===== src/rtl/fetch_pkg.sv =====
// rtl/fetch_pkg.sv - shared types and constants for the instruction fetch stage
package fetch_pkg;

    localparam int INSTR_W = 32;
    localparam logic [31:0] PC_STEP = 32'd4;
    localparam logic [INSTR_W-1:0] NOP = 32'h0000_0000;

    typedef enum logic [1:0] {
        IDLE  = 2'd0,
        FETCH = 2'd1,
        FAULT = 2'd2
    } fetch_state_t;

endpackage


===== src/rtl/pc_gen.sv =====
// rtl/pc_gen.sv - next fetch address selection and alignment/range fault detection
module pc_gen
    import fetch_pkg::*;
#(
    parameter int MEM_WORDS = 64
) (
    input  logic [31:0] pc,
    input  logic        advance,
    input  logic        redirect_valid,
    input  logic [31:0] redirect_target,
    output logic [31:0] next_pc,
    output logic        pc_fault,
    output logic        target_fault
);

    // Widened by one bit so a full 4 GiB memory depth does not overflow the limit
    localparam logic [32:0] LIMIT = 33'(MEM_WORDS) * 33'd4;

    always_comb begin
        next_pc = pc;
        if (redirect_valid) begin
            next_pc = redirect_target;
        end else if (advance) begin
            next_pc = pc + PC_STEP;
        end
    end

    assign pc_fault     = (pc[1:0] != 2'b00) || ({1'b0, pc} >= LIMIT);
    assign target_fault = (redirect_target[1:0] != 2'b00);

endmodule


===== src/rtl/instr_fetch.sv =====
// rtl/instr_fetch.sv - single-entry instruction fetch stage with redirect and sticky fault
module instr_fetch
    import fetch_pkg::*;
#(
    parameter logic [31:0] RESET_PC  = 32'h0000_0000,
    parameter int          MEM_WORDS = 64
) (
    input  logic               clk,
    input  logic               rst_n,
    output logic [31:0]        pc,
    input  logic [INSTR_W-1:0] instr,
    input  logic               redirect_valid,
    input  logic [31:0]        redirect_target,
    output logic               out_valid,
    input  logic               out_ready,
    output logic [INSTR_W-1:0] out_instr,
    output logic [31:0]        out_pc,
    output logic               fault
);

    fetch_state_t state, state_n;
    logic [31:0]  next_pc;
    logic         pc_fault, target_fault, advance;
    logic         pc_we, capture, flush;

    assign advance = (!out_valid || out_ready) && !redirect_valid;

    pc_gen #(
        .MEM_WORDS(MEM_WORDS)
    ) u_pc_gen (
        .pc             (pc),
        .advance        (advance),
        .redirect_valid (redirect_valid),
        .redirect_target(redirect_target),
        .next_pc        (next_pc),
        .pc_fault       (pc_fault),
        .target_fault   (target_fault)
    );

    // A bad current pc wins over everything; a redirect then wins over advance/stall
    always_comb begin
        state_n = state;
        pc_we   = 1'b0;
        capture = 1'b0;
        flush   = 1'b0;
        case (state)
            IDLE: state_n = FETCH;
            FETCH: begin
                if (pc_fault) begin
                    state_n = FAULT;
                    flush   = 1'b1;
                end else if (redirect_valid) begin
                    flush = 1'b1;
                    if (target_fault) begin
                        state_n = FAULT;
                    end else begin
                        pc_we = 1'b1;
                    end
                end else if (advance) begin
                    capture = 1'b1;
                    pc_we   = 1'b1;
                end
            end
            FAULT:   state_n = FAULT;
            default: state_n = IDLE;
        endcase
    end

    always_ff @(posedge clk or negedge rst_n) begin
        if (!rst_n) begin
            state <= IDLE;
        end else begin
            state <= state_n;
        end
    end

    always_ff @(posedge clk or negedge rst_n) begin
        if (!rst_n) begin
            pc        <= RESET_PC;
            out_valid <= 1'b0;
            out_instr <= NOP;
            out_pc    <= 32'h0000_0000;
        end else begin
            if (pc_we) begin
                pc <= next_pc;
            end
            if (capture) begin
                out_instr <= instr;
                out_pc    <= pc;
                out_valid <= 1'b1;
            end else if (flush || out_ready) begin
                out_valid <= 1'b0;
            end
        end
    end

    assign fault = (state == FAULT);

endmodule


===== config.mk =====
export PLATFORM = sky130hd
export DESIGN_NAME = instr_fetch
export DESIGN_NICKNAME = d
export VERILOG_FILES = /design/src/rtl/fetch_pkg.sv /design/src/rtl/pc_gen.sv /design/src/rtl/instr_fetch.sv
export SDC_FILE = /design/constraint.sdc
export NUM_CORES = 1
export LEC_CHECK = 0
export BUFFER_PORTS_ARGS = -buffer_cell sky130_fd_sc_hd__buf_2
export CORE_ASPECT_RATIO = 0.5
export CORE_MARGIN = 2
export CORE_UTILIZATION = 44
export DETAILED_ROUTE_END_ITERATION = 6
export GPL_TIMING_DRIVEN = 0
export PLACE_DENSITY = 0.76
export SYNTH_ARGS = -nofsm -noshare
export SYNTH_HDL_FRONTEND = slang
export SYNTH_SLANG_ARGS = --single-unit

===== constraint.sdc =====
create_clock -name clk -period 1.9 [get_ports clk]
set_input_delay 0.095 -clock clk [delete_from_list [all_inputs] [get_ports clk]]
set_output_delay 0.095 -clock clk [all_outputs]
set_load 0.01 [all_outputs]

# Word level (Yosys, flattened, before mapping)

Cells that the tools add are included.

$add $sub $neg: 1
Magnitude comparators: 1
Eq/ne operators: 4
Mux-type cells: 19
Reduce and logical (&&, ||, !) cells: 13

Operators with widths:

| operator                | count |
|---|---|
| $mux W32                | 2 |
| $add A32 B3 Y32 const B | 1 |
| $ge A32 B9 Y1 const B   | 1 |
| $mux W1                 | 13 |
| $reduce_bool A2 Y1      | 4 |
| $mux W2                 | 3 |
| $ne A3 B3 Y1 const B    | 2 |
| $pmux W2 S3             | 1 |
| $reduce_and A2 Y1       | 2 |
| $logic_or A1 B1 Y1      | 3 |
| $eq A2 B1 Y1 const B    | 1 |
| $eq A2 B2 Y1 const B    | 1 |
| $logic_not A1 Y1        | 2 |
| $logic_not A2 Y1        | 1 |
| $logic_and A1 B1 Y1     | 1 |

Flip-flop bits (word level): 99
Output and inout port bits: 98
Logic and storage cells: 43

# Longest topological paths before layout

Gate-level depths: netlist of run 1.

Word-level depth: 8
Depth in mapped cells: 8

# Hierarchy

From an unflattened synthesis of run 1, not the netlist that was laid out.

Cells, all modules: 402
Area total of the unflattened synthesis: 4864.7 um^2

Modules (own cells, without submodules):

| module      | instances | cells each | area an instance (um^2) | seq. area each (um^2) |
|---|---|---|---|---|
| instr_fetch | 1         | 222        | 3812.4                  | 2477.4 |
| pc_gen      | 1         | 180        | 1052.3                  | 0.0 |

# Worst setup path before layout of run 1

OpenSTA, ideal clock, no wires.

Path kind: register to register
Start: register state[1]
End: register out_instr[3]
Setup time: 0.125 ns
Arrival: 1.861 ns
Required time: 1.775 ns
Slack: -0.086 ns
Cell stages (with the launch flop): 8
Path buffers: 1
Period minus slack after synthesis: 1.986 ns
Path through: dfrtp_1 > inv_1 > ha_1 > nor4b_2 > nand4_1 > nor3_4 > buf_2 > mux2_2

Word-level cells in the longest chain between the ends: 2

RTL lines:

| item                   | RTL line          | RTL |
|---|---|---|
| start, declared        | instr_fetch.sv:21 | `fetch_state_t state, state_n;` |
| start signal, assigned | instr_fetch.sv:73 | `state <= state_n;` |
| $eq A2 B1 Y1           | instr_fetch.sv:46 | `case (state)` |
| $mux W1                | instr_fetch.sv:46 |  |
| end signal, assigned   | instr_fetch.sv:88 | `out_instr <= instr;` |
| end, declared          | instr_fetch.sv:16 | `output logic [INSTR_W-1:0] out_instr,` |

No other way between the ends.
A chain may end at the register's enable or synchronous reset.

# Worst setup path after layout of run 1

Start: register pc[8]
End: register pc[27]

Word-level cells in the longest chain between the ends: 5
Elaborated cells between the ends (all ways): 8

RTL lines:

| item                               | RTL line          | RTL |
|---|---|---|
| start, declared                    | instr_fetch.sv:10 | `output logic [31:0] pc,` |
| start signal, assigned             | instr_fetch.sv:85 | `pc <= next_pc;` |
| $ge A32 B9 Y1                      | pc_gen.sv:28      | `assign pc_fault = (pc[1:0] != 2'b00) \|\| ({1'b0, pc} >= LIMIT);` |
| $logic_or A1 B1 Y1                 | pc_gen.sv:28      |  |
| $mux W1                            | instr_fetch.sv:49 | `if (pc_fault) begin` |
| $mux W1                            | instr_fetch.sv:46 |  |
| $reduce_and A2 Y1 (no source line) | n/a               |  |

Several ways; a longest one is shown, not always the timed one. The select of a mux whose other input is x is not followed.

==> impl_metrics.csv, run 1 <==
group,metric,value,unit
logic_synthesis,yosysSeqAreaShare,59.4,%
power_and_ir_drop,power_per_cell_area,970,mW/mm^2
sta,rsz0062_at_grt,"yes",
sta,finalMaxSlewViolations,0,
critical_path,rr_startpoint,"pc[8]",
critical_path,r2r-end,"pc[27]",
power_and_ir_drop,ir_worst_vdd,0.582,mV
logic_synthesis,synth_area,0.00417,mm^2
final_layout,area_delta_synth_final,56.1,%
drt,routed_wl,12900,um
placement,dp.cells,613,
sta,setup_ws,-0.174,ns
sta,final.setup_skew,0.0109,ns
placement,place_ws,-0.622,ns
logic_synthesis,syn_nets,399,
status,failed_checks,"negative setup slack",
critical_path,reg2regPathDepth,7,
cts,clk_pin_slew,0.07,ns
drt,wl_per_cell,18.8,um
global_route,gr-total-overflow,0,
sta,fin_crit_sh,109,%
sta,tightest_slew,0.987,ns
critical_path,critPathMaxFanout,6,
placement,io_buffers,165,
critical_path,ff2ff_setup_slack,-0.17,ns
critical_path,crit_family,"simple AND/OR/NAND/NOR gates",
drt,drtIter0Drc,286,
cts,htreeDepth,3,
die,die_area,0.0103,mm^2
die,rows,25,
logic_synthesis,synth-main-ff-cell,"dfrtp_1",
cts,numCtsBuffers,9,
cts,cts_buffer_depth,2,
critical_path,startpoint_type,"register",
logic_synthesis,synth-edff-count,0,
logic_synthesis,ys_seq_elements,99,
sta,period_needed,2.07,ns
logic_synthesis,synth.most_common_cell,"dfrtp_1",
critical_path,cp.depth,7,
final_layout,drive_above_1_share,50.6,%
final_layout,fin_area,0.00651,mm^2
hold_path,hold_class,"primary input to register",
die,io_pins,166,
die,core,0.00932,mm^2
sta,hold_viol_final,0,
global_route,grt_use_total,25.0,%
logic_synthesis,synthTopCellsByCount,"99 x dfrtp_1, 38 x mux2_2, 26 x nor2b_1",
die,die_w,142,um
drt,viasPerCell,5.48,
drt,first_pass_iters,5,
critical_path,cp_cell_sequence,"nor4b_4, nand4_1, buf_4, buf_6, or3_4, buf_8, o22a_1",
run,drv_cap,0,
sta,fmax,0.482,GHz
die,die-height,72.8,um
cts,cts_tree,"done",
final_layout,nFillCells,651,
placement,dpl_cell_area,0.00518,mm^2
logic_synthesis,synthTopCellsByArea,"dfrtp_1 59%, mux2_2 10%, nor2b_1 3.9%",
cts,clkSinkCount,99,
sta,maxSlewHeadroom,32.3,%
critical_path,crit_start,"pc[8]",
logic_synthesis,yosysTopAreaCellShare,59.4,%
logic_synthesis,ys_types,45,
final_layout,fin_nets,635,
drt,antenna_left,0,
sta,whs,0.0221,ns
power_and_ir_drop,leakage,3.33,nW
logic_synthesis,yosysTopAreaCell,"dfrtp_1",
logic_synthesis,async_flop_share,100,%
placement,dp_hpwl,7690,um
final_layout,antenna_cells,0,
global_route,antenna_found_initial,0,
critical_path,cp.arrival,2.31,ns
critical_path,path_buf_inv,3,
critical_path,worstSetupEndpointType,"register",
die,start_util,44.7,%
cts,clk_latency,0.35,ns
global_route,grt_pass1_vias,3753,
sta,setup_viol,81,
placement,gp_congestion,0.859,
critical_path,cp.required,2.14,ns
critical_path,slowest_delay,0.48,ns
logic_synthesis,synth_cells,326,
critical_path,cpMaxStageDelayCell,"dfrtp_1",
critical_path,endpoint,"pc[27]",
global_route,grt_max_degree,66,
critical_path,crit_type,"register to register",
status,run_status,"finished, violations left",
global_route,grt_pass1_wl,19700,um
drt,drc,0,
drt,vias,3769,
cts,cts-root-buf,"clkbuf_16",
logic_synthesis,synth_warnings,0,
logic_synthesis,syn-mean-instance-area,12.8,um^2
final_layout,final_cells,688,
worst register-to-register path: cells and delay by family, from the launching register on:
family / cells / cell delay [ns]
AOI/OAI and AO/OA: 1 / 0.19
and+or+nand+nor: 3 / 0.86
DFF: 1 / 0.48
buffers and inverters: 3 / 0.43
worst min-delay path by stage:
stage | startpoint | cells past startpoint | endpoint | slack [ns]
final | redirect_target[29] | 3 | pc[29] | 0.02
after global routing | redirect_target[18] | 3 | pc[18] | 0.01
after CTS | redirect_target[29] | 3 | pc[29] | 0.03
after detailed placement | rst_n | 1 | pc[25] | 0.1
after global placement | instr[15] | 2 | out_instr[15] | 0.31
after floorplan | rst_n | 0 | out_instr[0] | -0.20
per-layer routing:
layer	vias to the layer above	track usage, %	share of wire (%)
met3	31	5.58	5.1
met4	0	10.0	2.9
met1	1896	31.2	40
met5	-	0	0
met2	165	43.3	52
li1	1677	-	-
state kept, by name, indices dropped and copies added (netlist names):
name,cells
out_instr,32
out_pc,32
out_valid,1
pc,32
state,2
area by class of cell:
| type | instances | area, um^2 | share of cell area (%) |
|---|---|---|---|
| plain buffers | 17 | 184 | 2.83 |
| clock buffers | 10 | 239 | 3.67 |
| clock inverters | 6 | 62.6 | 0.962 |
| inverters | 10 | 37.5 | 0.577 |
| multi-input cells | 200 | 1870 | 28.8 |
| flip-flops and latches | 99 | 2480 | 38.1 |
| well taps | 121 | 151 | 2.33 |
| repair buffers | 225 | 1480 | 22.8 |
logic make-up (layout without fill, tap and decap cells):
group	count (synthesis)	in the layout	synth area share, %
simple gates	90	90	13.1
flops	99	99	59.4
fa+ha+maj	5	5	1.50
buf+inv	27	268	3.06
compound gates	62	62	11.3
mux	43	43	11.5
power breakdown:
part           switching [mW]  leakage (nW)  internal, mW
clock network           0.809         0.153          1.06
logic                   0.757          1.87         0.897
registers               0.351          1.31          2.44
total                    1.92          3.33          4.40
placed cells by master (no fill, tap or decap), types with 11 or more instances in the layout:
cell	n
nor2_1	11
dfrtp_1	97
buf_2	165
nor2b_1	25
mux2_4	38
clkbuf_16	11
dlygate4sd3_1	34
o22a_1	11
buf_4	18
per-stage QoR:
| step | power, mW | util, % | setup TNS, ns |
|---|---|---|---|
| 2_1_floorplan | 3.40 | - | -2.77 |
| 3_3_place_gp | 3.96 | 55.2 | -60.16 |
| 3_5_place_dp | 4.02 | 55.5 | -30.75 |
| 4_1_cts | 6.18 | 68.6 | -5.70 |
| 5_1_grt | 6.59 | 69.8 | -14.50 |
| 6_report | 6.31 | 69.8 | -7.57 |
timing repair:
action | CTS | global route
endpoints found under the hold margin | 67 | 0
resized for setup | 74 | 26
pin swaps | 13 | 7
cloned | 4 | 1
hold buffers | 34 | 0
endpoints found under the setup margin | 96 | 90
setup buffers | 17 | 5
Power figures use the tool's default switching activity.
==> inputs of run 2 (changes only) <==
--- a/config.mk
+++ b/config.mk
@@ -5,13 +5,14 @@
 export SDC_FILE = /design/constraint.sdc
 export NUM_CORES = 1
 export LEC_CHECK = 0
+export ABC_AREA = 1
 export BUFFER_PORTS_ARGS = -buffer_cell sky130_fd_sc_hd__buf_2
 export CORE_ASPECT_RATIO = 0.5
 export CORE_MARGIN = 2
-export CORE_UTILIZATION = 44
+export CORE_UTILIZATION = 45
 export DETAILED_ROUTE_END_ITERATION = 6
 export GPL_TIMING_DRIVEN = 0
-export PLACE_DENSITY = 0.76
+export PLACE_DENSITY = 0.83
 export SYNTH_ARGS = -nofsm -noshare
 export SYNTH_HDL_FRONTEND = slang
 export SYNTH_SLANG_ARGS = --single-unit
==> impl_metrics.csv, run 2 <==
group,metric,value,unit
logic_synthesis,synthXorXnorAreaFrac,0.517,%
power_and_ir_drop,leakage,4.27,nW
final_layout,top_regs,"out_instr: 32 flops, out_pc: 32 flops, pc: 32 flops",
logic_synthesis,yosysTopAreaCellShare,48.8,%
logic_synthesis,synth_warnings,0,
die,core,0.0110,mm^2
sta,period_needed,1.82,ns
final_layout,mostFrequentLayoutCell,"nand2_1",
sta,fin_crit_sh,95.9,%
logic_synthesis,synth_area,0.00508,mm^2
sta,fmax,0.549,GHz
logic_synthesis,synth-edff-count,0,
final_layout,fin_nets,984,
final_layout,antenna_cells,0,
die,die_area,0.0122,mm^2
global_route,antenna_found_initial,0,
logic_synthesis,synthTopCellsByCount,"235 x nand2_1, 100 x inv_1, 99 x dfrtp_1",
placement,dp_hpwl,10600,um
sta,maxSlewHeadroom,64.3,%
final_layout,final_cells,1061,
run,drv_cap,0,
logic_synthesis,yosysTopAreaCell,"dfrtp_1",
die,rows,27,
sta,tightest_slew,0.535,ns
cts,clkSinkCount,99,
final_layout,fin_area,0.00702,mm^2
placement,place_ws,-0.0588,ns
logic_synthesis,synthTopCellsByArea,"dfrtp_1 49%, nand2_1 17%, inv_1 7.4%",
critical_path,cp.arrival,2.03,ns
placement,dp.cells,990,
critical_path,worstSetupEndpointType,"register",
logic_synthesis,synth_top_family_by_area,"simple AND/OR/NAND/NOR gates",
logic_synthesis,ys_seq_elements,99,
hold_path,hold_class,"primary input to register",
logic_synthesis,yosysSeqAreaShare,48.8,%
critical_path,slowest_delay,0.42,ns
logic_synthesis,synth_compound_area_share,7.09,%
final_layout,layout_common_cells,"233 x nand2_1, 164 x buf_2, 87 x inv_1",
global_route,grt_use_total,25.4,%
logic_synthesis,synth-main-ff-cell,"dfrtp_1",
sta,finalMaxSlewViolations,0,
drt,antenna_left,0,
global_route,grt_max_degree,76,
critical_path,critPathMaxFanout,10,
drt,vias,5286,
drt,drc,0,
placement,dpl_cell_area,0.00612,mm^2
logic_synthesis,syn-mean-instance-area,7.48,um^2
logic_synthesis,syn_nets,752,
logic_synthesis,synthAdderAreaFrac,1.23,%
power_and_ir_drop,power_per_cell_area,621,mW/mm^2
drt,viasPerCell,4.98,
global_route,gr-total-overflow,0,
sta,setup_viol,0,
logic_synthesis,synth_cells,679,
final_layout,area_delta_synth_final,38.1,%
final_layout,multi_input_area,0.00210,mm^2
final_layout,drive_above_1_share,31.7,%
sta,whs,0.00477,ns
critical_path,cp.required,2.11,ns
global_route,grt_pass1_vias,5075,
power_and_ir_drop,ir_worst_vdd,0.387,mV
critical_path,crit_type,"register to register",
global_route,grt_pass1_wl,24300,um
final_layout,utilization,63.7,%
die,start_util,46.1,%
critical_path,startpoint_type,"register",
critical_path,cpMostUsedCell,"nor2_1",
final_layout,nFillCells,955,
die,io_pins,166,
sta,final.setup_skew,0.00783,ns
cts,clk_latency,0.34,ns
cts,cts-root-buf,"clkbuf_16",
sta,setup_ws,0.0785,ns
cts,cts_tree,"done",
placement,gp_congestion,0.959,
critical_path,cp_cell_sequence,"buf_4, nor2_1, nand3_1, nor2_1, nand4_1, nor2_4, buf_6, o21ai_0",
logic_synthesis,synthMuxAreaShare,0,%
status,run_status,"finished, final reports clean",
cts,cts_buffer_depth,2,
die,die_w,154,um
drt,wl_per_cell,14.5,um
drt,first_pass_iters,7,
die,die-height,79.1,um
placement,io_buffers,165,
sta,hold_viol_final,0,
logic_synthesis,synth.most_common_cell,"nand2_1",
cts,clk_pin_slew,0.07,ns
final_layout,seq_area,0.00250,mm^2
drt,routed_wl,15300,um
power_and_ir_drop,power,4.36,mW
cts,numCtsBuffers,9,
drt,drtIter0Drc,461,
logic_synthesis,ys_types,22,
critical_path,cpMaxStageDelayCell,"dfrtp_2",
sta,setup-tns-final,0,ns
logic_synthesis,async_flop_share,100,%
cts,htreeDepth,3,
sta,rsz0062_at_grt,"yes",
logic_synthesis,yosys.area_share.simple,31.6,%
run 2: repair_timing:
| action | CTS | global route |
|---|---|---|
| pin swaps | 1 | 6 |
| setup buffers | 6 | 19 |
| hold buffers | 30 | 1 |
| gates resized for setup | 7 | 40 |
| setup endpoints to repair | 63 | 91 |
| hold endpoints to repair | 53 | 1 |
run 2: worst max-delay path, delay by kind of cell, from the launching register on:
kind	cells	cell delay, ns
AOI/OAI and AO/OA	1	0.10
buffers and inverters	2	0.31
DFF	1	0.42
and+or+nand+nor	5	0.87
run 2: cell families after synthesis:
group                      count (synthesis)
xor gates and xnor gates                   3
adders and majority gates                  5
AOI/OAI and AO/OA                         58
and+or+nand+nor                          390
DFF                                       99
buffers and inverters                    124
run 2: area by class of cell:
| type | count | share of cell area, % |
|---|---|---|
| Buffer | 21 | 2.25 |
| Multi-Input combinational cell | 456 | 30.0 |
| Clock inverter | 7 | 1.43 |
| Clock buffer | 9 | 3.21 |
| Tap cell | 145 | 2.59 |
| Timing Repair Buffer | 222 | 19.5 |
| Inverter | 102 | 5.49 |
| Sequential cell | 99 | 35.6 |
run 2: worst paths after layout:
check                           start            to  slack [ns]  cells after the start
max                            pc[26]         pc[2]        0.08                      8
min                          instr[9]  out_instr[9]       0.005                      3
max reg2reg                    pc[26]         pc[2]        0.08                      8
min reg2reg                out_pc[12]    out_pc[12]        0.46                      2
max in group asynchronous       rst_n        pc[23]        0.99                      3
min in group asynchronous       rst_n      state[1]        0.22                      2
run 2: report_power, final:
group | internal [mW] | switching, mW | total [mW]
logic | 0.124 | 0.128 | 0.252
registers | 2.11 | 0 | 2.11
clock network | 1.16 | 0.836 | 2.00
run 2: routing by layer:
metal	part of all wire (%)	vias up	GRT usage [%]
li1	-	2543	-
met1	42	2461	30.6
met2	49	229	45.1
met3	6.2	53	4.86
met4	3.4	0	11.3
met5	0	-	0
==> inputs of run 3 (changes only) <==
--- a/config.mk
+++ b/config.mk
@@ -11,8 +11,10 @@
 export CORE_MARGIN = 2
 export CORE_UTILIZATION = 45
 export DETAILED_ROUTE_END_ITERATION = 6
+export GPL_ROUTABILITY_DRIVEN = 0
 export GPL_TIMING_DRIVEN = 0
-export PLACE_DENSITY = 0.83
+export PLACE_DENSITY = 0.82
 export SYNTH_ARGS = -nofsm -noshare
 export SYNTH_HDL_FRONTEND = slang
+export SYNTH_HIERARCHICAL = 1
 export SYNTH_SLANG_ARGS = --single-unit
==> impl_metrics.csv, run 3 <==
group,metric,value,unit
global_route,gr-total-overflow,0,
sta,fin_crit_sh,113,%
cts,clk_latency,0.36,ns
critical_path,crit_start,"pc[19]",
logic_synthesis,yosysTopAreaCellShare,46.2,%
drt,routed_wl,19200,um
global_route,grt_pass1_vias,5547,
cts,htreeDepth,3,
die,die_w,158,um
final_layout,fin_nets,1059,
sta,fmax,0.465,GHz
cts,cts_tree,"done",
critical_path,cpMostUsedCell,"nand2_1",
logic_synthesis,syn_nets,807,
drt,wl_met2,9150,um
logic_synthesis,synthTopCellsByCount,"307 x nand2_1, 144 x nand3_1, 99 x dfrtp_1",
drt,vias,6301,
critical_path,cp_cell_sequence,"inv_1, nand2_2, nor4_4, nand4_1, nor2_2, nand3_4, buf_12, buf_6, nand2_1, nand2_1",
logic_synthesis,ys_types,30,
logic_synthesis,synth.most_common_cell,"nand2_1",
logic_synthesis,synth-main-ff-cell,"dfrtp_1",
placement,io_buffers,165,
critical_path,cp.required,2.14,ns
critical_path,cp.depth,10,
global_route,grt_use_total,27.3,%
drt,wl_met3,1760,um
final_layout,top_regs,"out_instr: 32 flops, out_pc: 32 flops, pc: 32 flops",
global_route,grt_max_degree,59,
global_route,grt_pass1_wl,27400,um
cts,cts_buffer_depth,2,
logic_synthesis,yosysSeqAreaShare,46.2,%
logic_synthesis,synthTopCellsByArea,"dfrtp_1 46%, nand2_1 21%, nand3_1 13%",
final_layout,mostFrequentLayoutCell,"nand2_1",
critical_path,rr_startpoint,"pc[19]",
cts,cts-root-buf,"clkbuf_16",
logic_synthesis,syn-mean-instance-area,7.31,um^2
sta,setup_viol,96,
drt,wl_per_cell,16.6,um
run,drv_cap,0,
logic_synthesis,yosysTopAreaCell,"dfrtp_1",
logic_synthesis,synth_warnings,6,
critical_path,ff2ff_setup_slack,-0.25,ns
final_layout,area_delta_synth_final,47.2,%
logic_synthesis,synthXorXnorAreaFrac,1.14,%
critical_path,crit_family,"simple AND/OR/NAND/NOR gates",
die,start_util,45.7,%
sta,rsz0062_at_grt,"yes",
drt,drc,0,
status,failed_checks,"negative hold slack, negative setup slack",
logic_synthesis,yosys.area_share.simple,42.3,%
critical_path,endpoint,"out_instr[26]",
critical_path,crit_type,"register to register",
critical_path,reg2regPathDepth,10,
power_and_ir_drop,ir_worst_vdd,0.588,mV
sta,period_needed,2.15,ns
power_and_ir_drop,power_per_cell_area,946,mW/mm^2
global_route,antenna_found_initial,1,
critical_path,path_buf_inv,3,
drt,drtIter0Drc,787,
critical_path,worstSetupEndpointType,"register",
drt,viasPerCell,5.45,
sta,tightest_slew,0.566,ns
drt,wl_met1,7710,um
power_and_ir_drop,leakage,4.26,nW
sta,setup_ws,-0.252,ns
drt,first_pass_iters,6,
cts,clkSinkCount,99,
die,die-height,81.2,um
logic_synthesis,synth_top_family_by_area,"simple AND/OR/NAND/NOR gates",
sta,finalMaxSlewViolations,0,
sta,maxSlewHeadroom,62.3,%
drt,antenna_left,0,
logic_synthesis,synth_area,0.00537,mm^2
critical_path,cp.arrival,2.39,ns
die,die_area,0.0129,mm^2
logic_synthesis,synth_cells,734,
cts,numCtsBuffers,9,
sta,final.setup_skew,0.0136,ns
final_layout,drive_above_1_share,36.4,%
sta,hold_viol_final,1,
sta,setup-tns-final,-19.19,ns
status,run_status,"finished, violations left",
critical_path,startpoint_type,"register",
logic_synthesis,synth-edff-count,0,
critical_path,slowest_delay,0.44,ns
drt,top_layer,"met4",
logic_synthesis,ys_seq_elements,99,
logic_synthesis,synthMuxAreaShare,0,%
critical_path,critPathMaxFanout,10,
sta,whs,-0.00421,ns
critical_path,r2r-end,"out_instr[26]",
final_layout,layout_common_cells,"286 x nand2_1, 170 x buf_2, 114 x nand3_1",
hold_path,hold_class,"primary input to register",
die,rows,28,
die,io_pins,166,
logic_synthesis,synth_compound_area_share,2.42,%
placement,dp_hpwl,11200,um
critical_path,cpMaxStageDelayCell,"dfrtp_2",
cts,clk_pin_slew,0.08,ns
logic_synthesis,synthAdderAreaFrac,1.17,%
logic_synthesis,async_flop_share,100,%
die,core,0.0117,mm^2
run 3: changes by cell type in the layout (fill, tap and decap cells not counted), moves of 18 or more:
cell	delta
nand2_1	+53
nor2_1	-40
nand3_1	+59
o21ai_2	-18
nand3_2	+31
inv_1	-54
run 3: worst min path at each step:
stage / startpoint / end / slack, ns / cells after the start
2_1_floorplan: rst_n / out_instr[0] / -0.20 / 0
3_3_place_gp: instr[8] / out_instr[8] / 0.32 / 3
3_5_place_dp: rst_n / out_instr[23] / 0.12 / 1
4_1_cts: instr[5] / out_instr[5] / 0.001 / 3
5_1_grt: instr[7] / out_instr[7] / -0.002 / 3
6_report: instr[7] / out_instr[7] / -0.004 / 3
run 3: where the power goes:
group	switching, mW	internal, mW	leakage (nW)
combinational	1.35	1.09	2.81
clock	0.897	1.05	0.153
sequential	0.524	2.56	1.30
run 3: layer usage:
metal  global-route usage [%]  vias to the layer above
met4                     9.19                        0
met1                     35.4                     2960
met5                        0                        -
met2                     46.3                      416
met3                     5.60                       75
li1                         -                     2850
run 3: cell type report:
class / count / area (um^2)
Fill cell: 843 / 3840
Multi-Input combinational cell: 552 / 2810
Sequential cell: 99 / 2500
Timing Repair Buffer: 241 / 1580
Buffer: 36 / 323
Clock buffer: 9 / 225
Tap cell: 165 / 206
Inverter: 47 / 176
Clock inverter: 7 / 81.3
Antenna cell: 1 / 2.50
run 3: tightest hold or removal path, stage by stage:
cell	delay (ns)
buf_2	0.09
nand3_1	0.07
nand2_1	0.06
run 3: cell families after synthesis:
family | Yosys count
XOR/XNOR | 7
buffers and inverters | 83
AO/OA/AOI/OAI | 25
flip-flops | 99
AND/OR/NAND/NOR | 515
adder cells (fa/ha/maj) | 5
run 3: repair_timing:
action / 4_1_cts / 5_1_grt
hold buffers: 31 / 0
pin swaps: 12 / 41
setup endpoints to repair: 96 / 98
buffers inserted: 14 / 26
hold endpoints to repair: 71 / 0
gates cloned: 1 / 3
gates resized for setup: 57 / 77
run 3: through the flow:
step	util [%]	instance area (um^2)	instances	setup slack [ns]	power, mW
2_1_floorplan	-	5380	734	0.0000645	4.03
3_3_place_gp	54.6	6410	1064	-0.450	4.81
3_5_place_dp	54.9	6440	1065	-0.488	4.88
4_1_cts	62.7	7350	1127	-0.124	6.98
5_1_grt	67.3	7900	1156	-0.331	7.83
6_report	67.3	7900	1157	-0.252	7.47
